$ cat src/rtl/fsm_9_decoder.sv
// Receive-side decoder for the 2-bit toggle-code Moore encoder: recovers x, packs bytes LSB-first, counts code violations.
// Latency: a sample accepted at edge N shows its x_out/x_valid (and byte_valid on the 8th bit) in cycle N+1.
// No back-pressure: one bit per qualified cycle; sample_en low freezes all state and forces pulses to 0.
module fsm_9_decoder #(
  parameter int ERR_CNT_W = 8
) (
  input  logic                 clk,
  input  logic                 rst,
  input  logic                 sample_en,
  input  logic                 y_in,
  input  logic                 y1_in,
  output logic                 x_out,
  output logic                 x_valid,
  output logic [7:0]           byte_out,
  output logic                 byte_valid,
  output logic                 locked,
  output logic                 err,
  output logic [ERR_CNT_W-1:0] err_cnt
);

  typedef enum logic {
    SYNC  = 1'b0,
    TRACK = 1'b1
  } state_t;

  state_t      state, state_nx;
  logic [1:0]  s;
  logic [1:0]  d;
  logic [1:0]  prev;
  logic [2:0]  bit_cnt;
  logic [7:0]  shreg;
  logic        do_lock;
  logic        do_bit;
  logic        do_err;
  logic        bit_val;

  // Encoder state is recovered directly from its Moore outputs.
  assign s = {~y_in, y1_in};
  // Exactly one flipped bit is legal; which bit flipped tells us x.
  assign d = s ^ prev;

  // locked comes straight off the state register, so it is registered too.
  assign locked = (state == TRACK);

  // Next-state and per-cycle action decode.
  always_comb begin
    state_nx = state;
    do_lock  = 1'b0;
    do_bit   = 1'b0;
    do_err   = 1'b0;
    bit_val  = 1'b0;
    if (sample_en) begin
      case (state)
        SYNC: begin
          // The sample that caused a violation is never seen here, so it
          // cannot be reused for sync even if it happened to read as a.
          if (s == 2'b00) begin
            state_nx = TRACK;
            do_lock  = 1'b1;
          end
        end
        TRACK: begin
          if (d == 2'b01 || d == 2'b10) begin
            do_bit  = 1'b1;
            bit_val = (d == 2'b01);
          end else begin
            do_err   = 1'b1;
            state_nx = SYNC;
          end
        end
        default: state_nx = SYNC;
      endcase
    end
  end

  // FSM state register.
  always_ff @(posedge clk) begin
    if (rst) state <= SYNC;
    else     state <= state_nx;
  end

  // Datapath: previous-sample tracking, deserializer, pulses and error counter.
  always_ff @(posedge clk) begin
    if (rst) begin
      prev       <= 2'b00;
      bit_cnt    <= 3'd0;
      shreg      <= 8'h00;
      x_out      <= 1'b0;
      x_valid    <= 1'b0;
      byte_out   <= 8'h00;
      byte_valid <= 1'b0;
      err        <= 1'b0;
      err_cnt    <= '0;
    end else begin
      x_valid    <= do_bit;
      byte_valid <= do_bit && (bit_cnt == 3'd7);
      err        <= do_err;
      if (do_lock) begin
        prev    <= 2'b00;
        bit_cnt <= 3'd0;
      end
      if (do_bit) begin
        x_out          <= bit_val;
        prev           <= s;
        shreg[bit_cnt] <= bit_val;
        bit_cnt        <= bit_cnt + 3'd1;
        if (bit_cnt == 3'd7) byte_out <= {bit_val, shreg[6:0]};
      end
      if (do_err) begin
        // Partial byte is dropped; stale shreg bits are all overwritten
        // before the next byte completes.
        bit_cnt <= 3'd0;
        if (err_cnt != {ERR_CNT_W{1'b1}}) err_cnt <= err_cnt + ERR_CNT_W'(1);
      end
    end
  end

endmodule

$ cat config.mk
export PLATFORM = sky130hd
export DESIGN_NAME = fsm_9_decoder
export DESIGN_NICKNAME = d
export VERILOG_FILES = /design/src/rtl/fsm_9_decoder.sv
export SDC_FILE = /design/constraint.sdc
export NUM_CORES = 1
export LEC_CHECK = 0
export CAP_MARGIN = 30
export CORE_MARGIN = 8
export CORE_UTILIZATION = 45
export DETAILED_ROUTE_END_ITERATION = 16
export HOLD_SLACK_MARGIN = 0.1
export PLACE_DENSITY = 0.7
export SYNTH_ARGS = -nofsm -noshare
export SYNTH_HDL_FRONTEND = slang
export SYNTH_SLANG_ARGS = --single-unit
$ cat constraint.sdc
create_clock -name clk -period 4.6 [get_ports clk]
set_input_delay 0.92 -clock clk [delete_from_list [all_inputs] [get_ports clk]]
set_output_delay 0.92 -clock clk [all_outputs]
set_load 0.01 [all_outputs]
Word level (Yosys, flattened, before mapping) --
Cells that the tools add are included.
Word-level totals: register bits after elaboration 34, bits in latches 0, RAM bits 0, memory bits (read-only) 0, input bits 5, output and inout port bits 21, word-level logic and storage cells 49, memories kept 0
Cells by class: $add $sub $neg 2, $mul 0, divide/modulo/power cells 0, magnitude comparators 2, eq/ne operators 4, shift operators 0, mux-type cells 20, bitwise logic cells 3, reduce and logical (&&, ||, !) cells 8
Operator list (number):
- 1-bit two-way mux | 13
- 8-bit by 1-bit adder with 8-bit output, second input constant | 1
- 8-bit bitwise mux | 1
- 8-bit inequality test, second input constant | 1
- 3-bit two-way mux | 2
- 3-bit by 4-bit < comparator with 1-bit output, second input constant | 1
- 2-bit two-way mux | 2
- 2-bit AND reduction | 2
- 3-bit by 1-bit adder with 3-bit output, second input constant | 1
- 1-bit demux with 3-bit select | 1
- 3-bit == test, second input constant | 1
- 3-bit by 1-bit greater-or-equal comparator with 1-bit output, second input constant | 1
- 2-bit by 1-bit == test with 1-bit output, second input constant | 1
- 2-bit == test, second input constant | 1
- 1-bit logical AND | 2
- 2-bit logical NOT | 1
- 1-bit NOT | 2
- 1-bit case mux with 2 select lines | 1
- 2-bit nonzero test | 1
- 2-bit OR reduction | 1
- 2-bit bitwise XOR | 1
- 1-bit logical OR | 1

Depth between registers and ports, before layout --
Gate-level depths: netlist (run 1).
depth after elaboration 8, gate-level depth with buffers 8

Least setup slack after synthesis (run 1) --
OpenSTA, ideal clock, no wires.
path type in2reg, start input port y1_in, end register err_cnt[5], setup time 0.070 ns, arrival time 2.355 ns, data required time 4.530 ns, setup slack 2.175 ns, stages 6, buffers on the path 0, cells stage by stage xor2_1 > ha_1 > nand4_1 > or2_4 > or4_1 > a21oi_1
Between the ends: cells in the longest elaborated chain, start to end 7, elaborated cells between the ends (all ways) 8, classes of those cells eq/ne (2); mux (3); bitwise (1); reduce/logical (2)
RTL lines:
- start, declared | line 11 | input logic y1_in,
- 2-bit bitwise XOR (*) | line 40 | assign d = s ^ prev;
- 2-bit by 1-bit == test with 1-bit output or 2-bit == test (tied branches) | line 63 | if (d == 2'b01 || d == 2'b10) begin
- 1-bit logical OR (*) | line 63
- 1-bit two-way mux (*) | line 63
- 1-bit two-way mux (*) | line 53 | case (state)
- 1-bit two-way mux (*) | line 52 | if (sample_en) begin
- 2-bit AND reduction (no line) (*)
- end signal, assigned | line 113 | if (err_cnt != {ERR_CNT_W{1'b1}}) err_cnt <= err_cnt + ERR_CNT_W'(1);
- end, declared | line 18 | output logic [ERR_CNT_W-1:0] err_cnt
Mark *: on every way between the ends. The rest lies on a longest branch, timed or not. A chain may end at the register's enable or synchronous reset.

Final worst setup path (run 1) --
start input port y1_in, end register prev[0]
Between the ends: cells in the longest elaborated chain, start to end 7, elaborated cells between the ends (all ways) 13, classes of those cells eq/ne (2); mux (7); bitwise (1); reduce/logical (3)
RTL lines:
- 2-bit bitwise XOR | line 40
- 2-bit by 1-bit == test with 1-bit output or 2-bit == test (tied branches) | line 63
- 1-bit logical OR | line 63
- 1-bit two-way mux | line 63
- 1-bit two-way mux | line 53
- 1-bit two-way mux | line 52
- 2-bit two-way mux or 2-bit nonzero test (tied branches)
- end signal, assigned | line 104 | prev <= s;
- end, declared | line 29 | logic [1:0] prev;
Parallel ways exist; a longest one is shown, timed or not.

==> results of run 1 <==
-- layer usage --
layer,routed length [um],vias up
met1,1350,549
met2,1450,25
li1,-,609
met5,0,-
met4,42,0
met3,134,6
-- critical path, delay by kind of cell --
family / cells / cell delay [ns]
compound gates: 2 / 0.67
buf+inv: 1 / 0.46
simple gates: 2 / 0.37
fa+ha+maj: 1 / 0.36
xor+xnor: 1 / 0.16
-- layout make-up --
| class | count | area (sq um) | area share, % |
|---|---|---|---|
| multi-input cells | 120 | 712 | 41.1 |
| flip-flops and latches | 33 | 661 | 38.2 |
| repair buffers | 25 | 250 | 14.5 |
| well taps | 44 | 55.1 | 3.18 |
| clock buffers | 8 | 48.8 | 2.82 |
| inverters | 1 | 3.75 | 0.217 |
-- metrics by stage --
| step | instances | setup slack [ns] | util, % | hold slack (ns) | power, mW |
|---|---|---|---|---|---|
| global placement | 223 | 1.64 | 55.5 | 0.443 | 0.318 |
| detailed placement | 223 | 1.55 | 55.5 | 0.447 | 0.319 |
| CTS | 231 | 1.89 | 57.1 | 0.460 | 0.469 |
| global route | 231 | 1.80 | 57.1 | 0.475 | 0.485 |
| finish | 231 | 1.90 | 57.1 | 0.457 | 0.465 |
| floorplan | 161 | 2.17 | - | 0.432 | 0.311 |
-- cells by family (layout without fill, tap and decap cells) --
| family | count (synthesis) | count (layout) | share of synthesized area (%) |
|---|---|---|---|
| xor gates and xnor gates | 4 | 4 | 2.48 |
| DFF | 33 | 33 | 46.7 |
| and+or+nand+nor | 79 | 79 | 29.4 |
| muxes | 6 | 6 | 4.24 |
| adders and majority gates | 4 | 4 | 3.54 |
| AOI/OAI and AO/OA | 27 | 27 | 10.6 |
| buffers and inverters | 8 | 34 | 3.01 |
-- power groups by stage --
stage	Sequential [mW]	Combinational [mW]	Clock, mW
after floorplan	0.295	0.0161	0
after global placement	0.296	0.0224	0
after detailed placement	0.296	0.0233	0
after CTS	0.289	0.0234	0.156
after global routing	0.290	0.0255	0.170
final	0.289	0.0233	0.153
-- state kept, by name, summed over array words and instances (netlist names) --
signal      count
shreg           7
byte_valid      1
err_cnt         8
err             1
prev            2
x_valid         1
locked          1
bit_cnt         3
byte_out        8
x_out           1
-- layout by cell type (no fill, tap or decap), types with 2 or more instances in the layout --
master / n
nand3_1: 5
and2_1: 2
clkdlybuf4s50_1: 25
clkbuf_1: 3
a21oi_1: 15
clkbuf_4: 5
nand4b_1: 3
dfxtp_1: 33
mux2i_1: 6
o21ai_0: 7
nand2b_1: 4
nor2_1: 18
nand3b_1: 8
xor2_1: 4
ha_1: 4
nand4_1: 2
nand2_1: 23
a32oi_1: 2
nor3_1: 4
-- final timing paths --
check                                                 to  slack [ns]  depth (start not counted)
worst max-delay path                prev[0]$_SDFFE_PP0P_        1.90                          7
worst min-delay path            byte_out[1]$_SDFFE_PP0P_        0.46                          2
worst max register to register      prev[0]$_SDFFE_PP0P_        2.63                          6
worst min register to register  byte_out[1]$_SDFFE_PP0P_        0.46                          2
==> flow_metrics.py, run 1 <==
metrics = {
    "place": {
        "io_buffers": 25,
        "gp_congestion": 0.815,
        "post_dp_cell_area_sq_um": 1680,
        "hpwl_mm": 2.19,
    },
    "clock_network": {
        "cts_buffer_depth": 2,
        "cts_setup_buffers": 0,
        "cts_tree": "built",
        "htree_levels": 2,
        "path_clk_slew_ns": 0.10,
        "ctsRootBufferMaster": "clkbuf_4",
        "numCtsBuffers": 5,
        "ctsResizeCount": 0,
        "clock_sinks": 33,
        "clk_latency_ns": 0.32,
        "postCtsHoldBufs": 0,
    },
    "logic_synthesis": {
        "synth-main-ff-cell": "dfxtp_1",
        "yosys_register_bits": 33,
        "synth_area_sq_um": 1420,
        "yosys.area.top_type": "dfxtp_1",
        "synth_common_cells": "dfxtp_1 (33), nand2_1 (23), nor2_1 (18)",
        "yosysMostFrequentCell": "dfxtp_1",
        "yosys_warnings": 0,
        "synthArstFlopShare_pct": 0,
        "synth_top_area_share_pct": 46.7,
        "syn_inst": 161,
        "synth.avg_cell_area_sq_um": 8.79,
        "synth_edf_count": 0,
        "ys_types": 34,
        "synth_nets": 170,
        "synth.top_cells.by_area": "dfxtp_1 (47%), nand2_1 (6.1%), a21oi_1 (5.3%)",
        "yosysSeqAreaShare_pct": 46.7,
    },
    "critical_path": {
        "worstPathCellList": "clkdlybuf4s50_1 -> xor2_1 -> ha_1 -> and2b_2 -> o21ai_0 -> a22oi_1 -> nor2_1",
        "max_stage_delay_ns": 0.53,
        "worstPathMaxFanout": 6,
        "rr_startpoint": "prev[1]$_SDFFE_PP0P_",
        "required_ns": 4.85,
        "cp-startpoint": "y1_in",
        "startpoint_type": "primary input",
        "endpoint_kind": "register",
        "crit_type": "in -> reg",
        "arrival_ns": 2.95,
        "crit_slowest_cell": "o21ai_0",
    },
    "global_route": {
        "grt_max_degree": 32,
        "use_met3_pct": 4.13,
        "antenna_found_initial": 0,
        "use_met2_pct": 21.3,
        "gr-usage-all-layers_pct": 12.2,
        "use_met1_pct": 12.8,
        "gr-total-overflow": 0,
        "busiest_layer": "met2",
        "grt_pass1_wl_mm": 5.10,
        "first_global_vias": 1179,
    },
    "hold_path": {
        "min_from": "byte_out[1]$_SDFFE_PP0P_",
        "min_path_type": "reg -> reg",
    },
    "pwr": {
        "intPower_mw": 0.358,
        "power_density_nw_per_um2": 269,
        "combPwrFrac_pct": 5.0,
        "clockPowerShare_pct": 32.8,
        "peakVddDrop_uv": 175,
        "p_sw_mw": 0.107,
        "p_leak_nw": 0.614,
        "switching_share_pct": 23.0,
        "seqPwrFrac_pct": 62.2,
    },
    "timing": {
        "slew_violations": 0,
        "finClkSkew_ns": 0.00542,
        "fmax_mhz": 370,
        "max-slew-margin-rel_pct": 33.2,
        "hold_violations": 0,
        "period_share_pct": 58.7,
        "finalSetupViolCount": 0,
        "rsz0062_at_grt": "no",
        "period_minus_slack_ns": 2.70,
        "tightest_slew_ns": 0.998,
        "tns_ns": 0,
    },
    "detailed_routing": {
        "drc": 0,
        "totalWireLength_mm": 2.98,
        "ant_nets": 0,
        "drt-wirelength-per-cell_um": 12.9,
        "vias": 1189,
        "dr.pass1.iters": 4,
        "via_per_inst": 5.15,
        "drt-initial-drc-count": 71,
    },
    "floorplan": {
        "core_sq_um": 3030,
        "start_util_pct": 46.7,
        "ios": 26,
        "rows": 20,
        "fp.dieW_um": 72.1,
        "dieArea_sq_um": 5190,
        "die_h_um": 72.1,
    },
    "status": {
        "status": "complete, no violations",
    },
    "layout": {
        "area_delta_synth_final_pct": 22.3,
        "final.fill_count": 285,
        "fin_nets": 195,
        "design_area_sq_um": 1730,
        "antenna_cells": 0,
        "layout-drive-gt1-share_pct": 5.35,
    },
    "job": {
        "drv_cap": 0,
    },
}
(Power assumes the default switching activity.)
==> run 2, diff against run 1 <==
==> constraint.sdc (replaced) <==
create_clock -name clk -period 2.5 [get_ports clk]
set_input_delay 0.5 -clock clk [delete_from_list [all_inputs] [get_ports clk]]
set_output_delay 0.5 -clock clk [all_outputs]
set_load 0.01 [all_outputs]
==> flow_metrics.py, run 2 (synthesis results as in run 1) <==
metrics = {
    "critical_path": {
        "r2r_end": "err_cnt[5]$_SDFFE_PP0P_",
        "worstPathCellList": "clkdlybuf4s50_1 -> xor2_1 -> ha_1 -> nand4_1 -> or2_4 -> or4_1 -> a21oi_1",
        "rr_startpoint": "prev[0]$_SDFFE_PP0P_",
        "reg2reg_setup_slack_ns": 0.63,
        "max_stage_delay_ns": 0.49,
        "r2r.worst_path.cells": 6,
        "crit_type": "in -> reg",
        "worstPathMaxFanout": 3,
        "required_ns": 2.75,
        "arrival_ns": 2.44,
        "crit_buf_inv": 1,
        "startpoint_type": "primary input",
        "endpoint_kind": "register",
        "cp_top_family": "simple AND/OR/NAND/NOR gates",
        "crit_slowest_cell": "or4_1",
    },
    "pwr": {
        "power_density_nw_per_um2": 480,
        "p_leak_nw": 0.651,
        "finalPower_mw": 0.859,
        "peakVddDrop_uv": 491,
    },
    "floorplan": {
        "ios": 26,
        "start_util_pct": 46.7,
        "dieArea_sq_um": 5190,
        "core_sq_um": 3030,
        "rows": 20,
        "fp.dieW_um": 72.1,
        "die_h_um": 72.1,
    },
    "layout": {
        "final_cell_mix": "dfxtp_1 (33), clkdlybuf4s50_1 (25), nand2_1 (23)",
        "antenna_cells": 0,
        "final.fill_count": 287,
        "fin_nets": 203,
        "area_delta_synth_final_pct": 26.5,
        "reg_top3": "byte_out (8), err_cnt (8), shreg (7)",
        "final_common_cell": "dfxtp_1",
        "layout-drive-gt1-share_pct": 9.23,
    },
    "clock_network": {
        "cts_setup_buffers": 0,
        "postCtsHoldBufs": 0,
        "path_clk_slew_ns": 0.09,
        "ctsResizeCount": 0,
        "numCtsBuffers": 5,
        "htree_levels": 2,
        "clk_latency_ns": 0.32,
        "cts_tree": "built",
        "clock_sinks": 33,
        "cts_buffer_depth": 2,
        "ctsRootBufferMaster": "clkbuf_4",
    },
    "place": {
        "gp_congestion": 0.832,
        "dp_slack_ns": -0.0174,
        "io_buffers": 25,
        "hpwl_mm": 2.18,
    },
    "hold_path": {
        "min_path_type": "reg -> reg",
        "min_to": "byte_out[4]$_SDFFE_PP0P_",
        "min_path_cells": 2,
        "min_from": "byte_out[4]$_SDFFE_PP0P_",
    },
    "global_route": {
        "gr-usage-all-layers_pct": 12.0,
        "antenna_found_initial": 0,
        "gr-total-overflow": 0,
        "grt_max_degree": 31,
        "grt_pass1_wl_mm": 5.04,
        "first_global_vias": 1212,
    },
    "timing": {
        "period_minus_slack_ns": 2.18,
        "finalSetupViolCount": 0,
        "period_share_pct": 87.3,
        "rsz0062_at_grt": "no",
        "max-slew-margin-rel_pct": 72.8,
        "layout_setup_ws_ns": 0.319,
        "fmax_mhz": 458,
        "hold_slack_ns": 0.455,
        "slew_violations": 0,
        "finClkSkew_ns": 0.00586,
        "hold_violations": 0,
        "tightest_slew_ns": 0.407,
    },
    "detailed_routing": {
        "vias": 1193,
        "totalWireLength_mm": 2.93,
        "via_per_inst": 4.99,
        "ant_nets": 0,
        "drt-initial-drc-count": 56,
        "dr.pass1.iters": 4,
        "drt-wirelength-per-cell_um": 12.2,
        "drc": 0,
    },
    "status": {
        "status": "complete, no violations",
    },
    "job": {
        "drv_cap": 0,
    },
}
==> run 2: changes by cell type in the layout (fill, tap and decap cells not counted) <==
cell / delta
buf_4: +8
==> run 2: worst max-delay path by stage <==
| stage | start | endpoint | slack [ns] | depth (start not counted) |
|---|---|---|---|---|
| after floorplan | y1_in | err_cnt[5]$_SDFFE_PP0P_ | 0.49 | 6 |
| after global placement | y1_in | err_cnt[5]$_SDFFE_PP0P_ | 0.04 | 7 |
| after detailed placement | y1_in | byte_out[7]$_SDFFE_PP0P_ | -0.02 | 8 |
| after CTS | y1_in | byte_out[7]$_SDFFE_PP0P_ | 0.32 | 8 |
| after global routing | y1_in | err_cnt[5]$_SDFFE_PP0P_ | 0.22 | 7 |
| final | y1_in | err_cnt[5]$_SDFFE_PP0P_ | 0.32 | 7 |
==> run 2: cell type report <==
type,instances,area (sq um),area share (%)
well taps,44,55.1,3.07
repair buffers,33,310,17.3
inverters,1,3.75,0.210
clock buffers,8,48.8,2.73
flip-flops and latches,33,661,36.9
multi-input cells,120,712,39.8
==> run 2: where the power goes <==
part / total, mW / leakage, nW / internal [mW] / switching [mW]
clock network: 0.276 / 0.0265 / 0.112 / 0.164
registers: 0.532 / 0.266 / 0.528 / 0.00444
logic: 0.0506 / 0.359 / 0.0254 / 0.0253
total: 0.859 / 0.651 / 0.665 / 0.194
==> run 2: metrics by stage <==
stage	TNS, ns	cell area [sq um]	instances	util [%]
finish	0	1790	239	59.1
global route	0	1790	239	59.1
CTS	0	1790	239	59.1
detailed placement	-0.0185	1740	231	57.5
global placement	0	1740	231	57.5
floorplan	0	1420	161	-
==> run 2: worst register-to-register path: stages, from the launching register on <==
cell,delay (ns)
dfxtp_1,0.34
xor2_1,0.16
ha_1,0.31
nand4_1,0.12
or2_4,0.24
or4_1,0.49
a21oi_1,0.14
==> run 2: metal layers <==
layer	part of all wire [%]	vias to the layer above	wire (um)	global-route usage, %
li1	-	625	-	-
met1	46	539	1330	13.0
met2	48	23	1420	20.3
met3	4.3	6	127	4.13
met4	1.6	0	48	5.44
met5	0	-	0	0
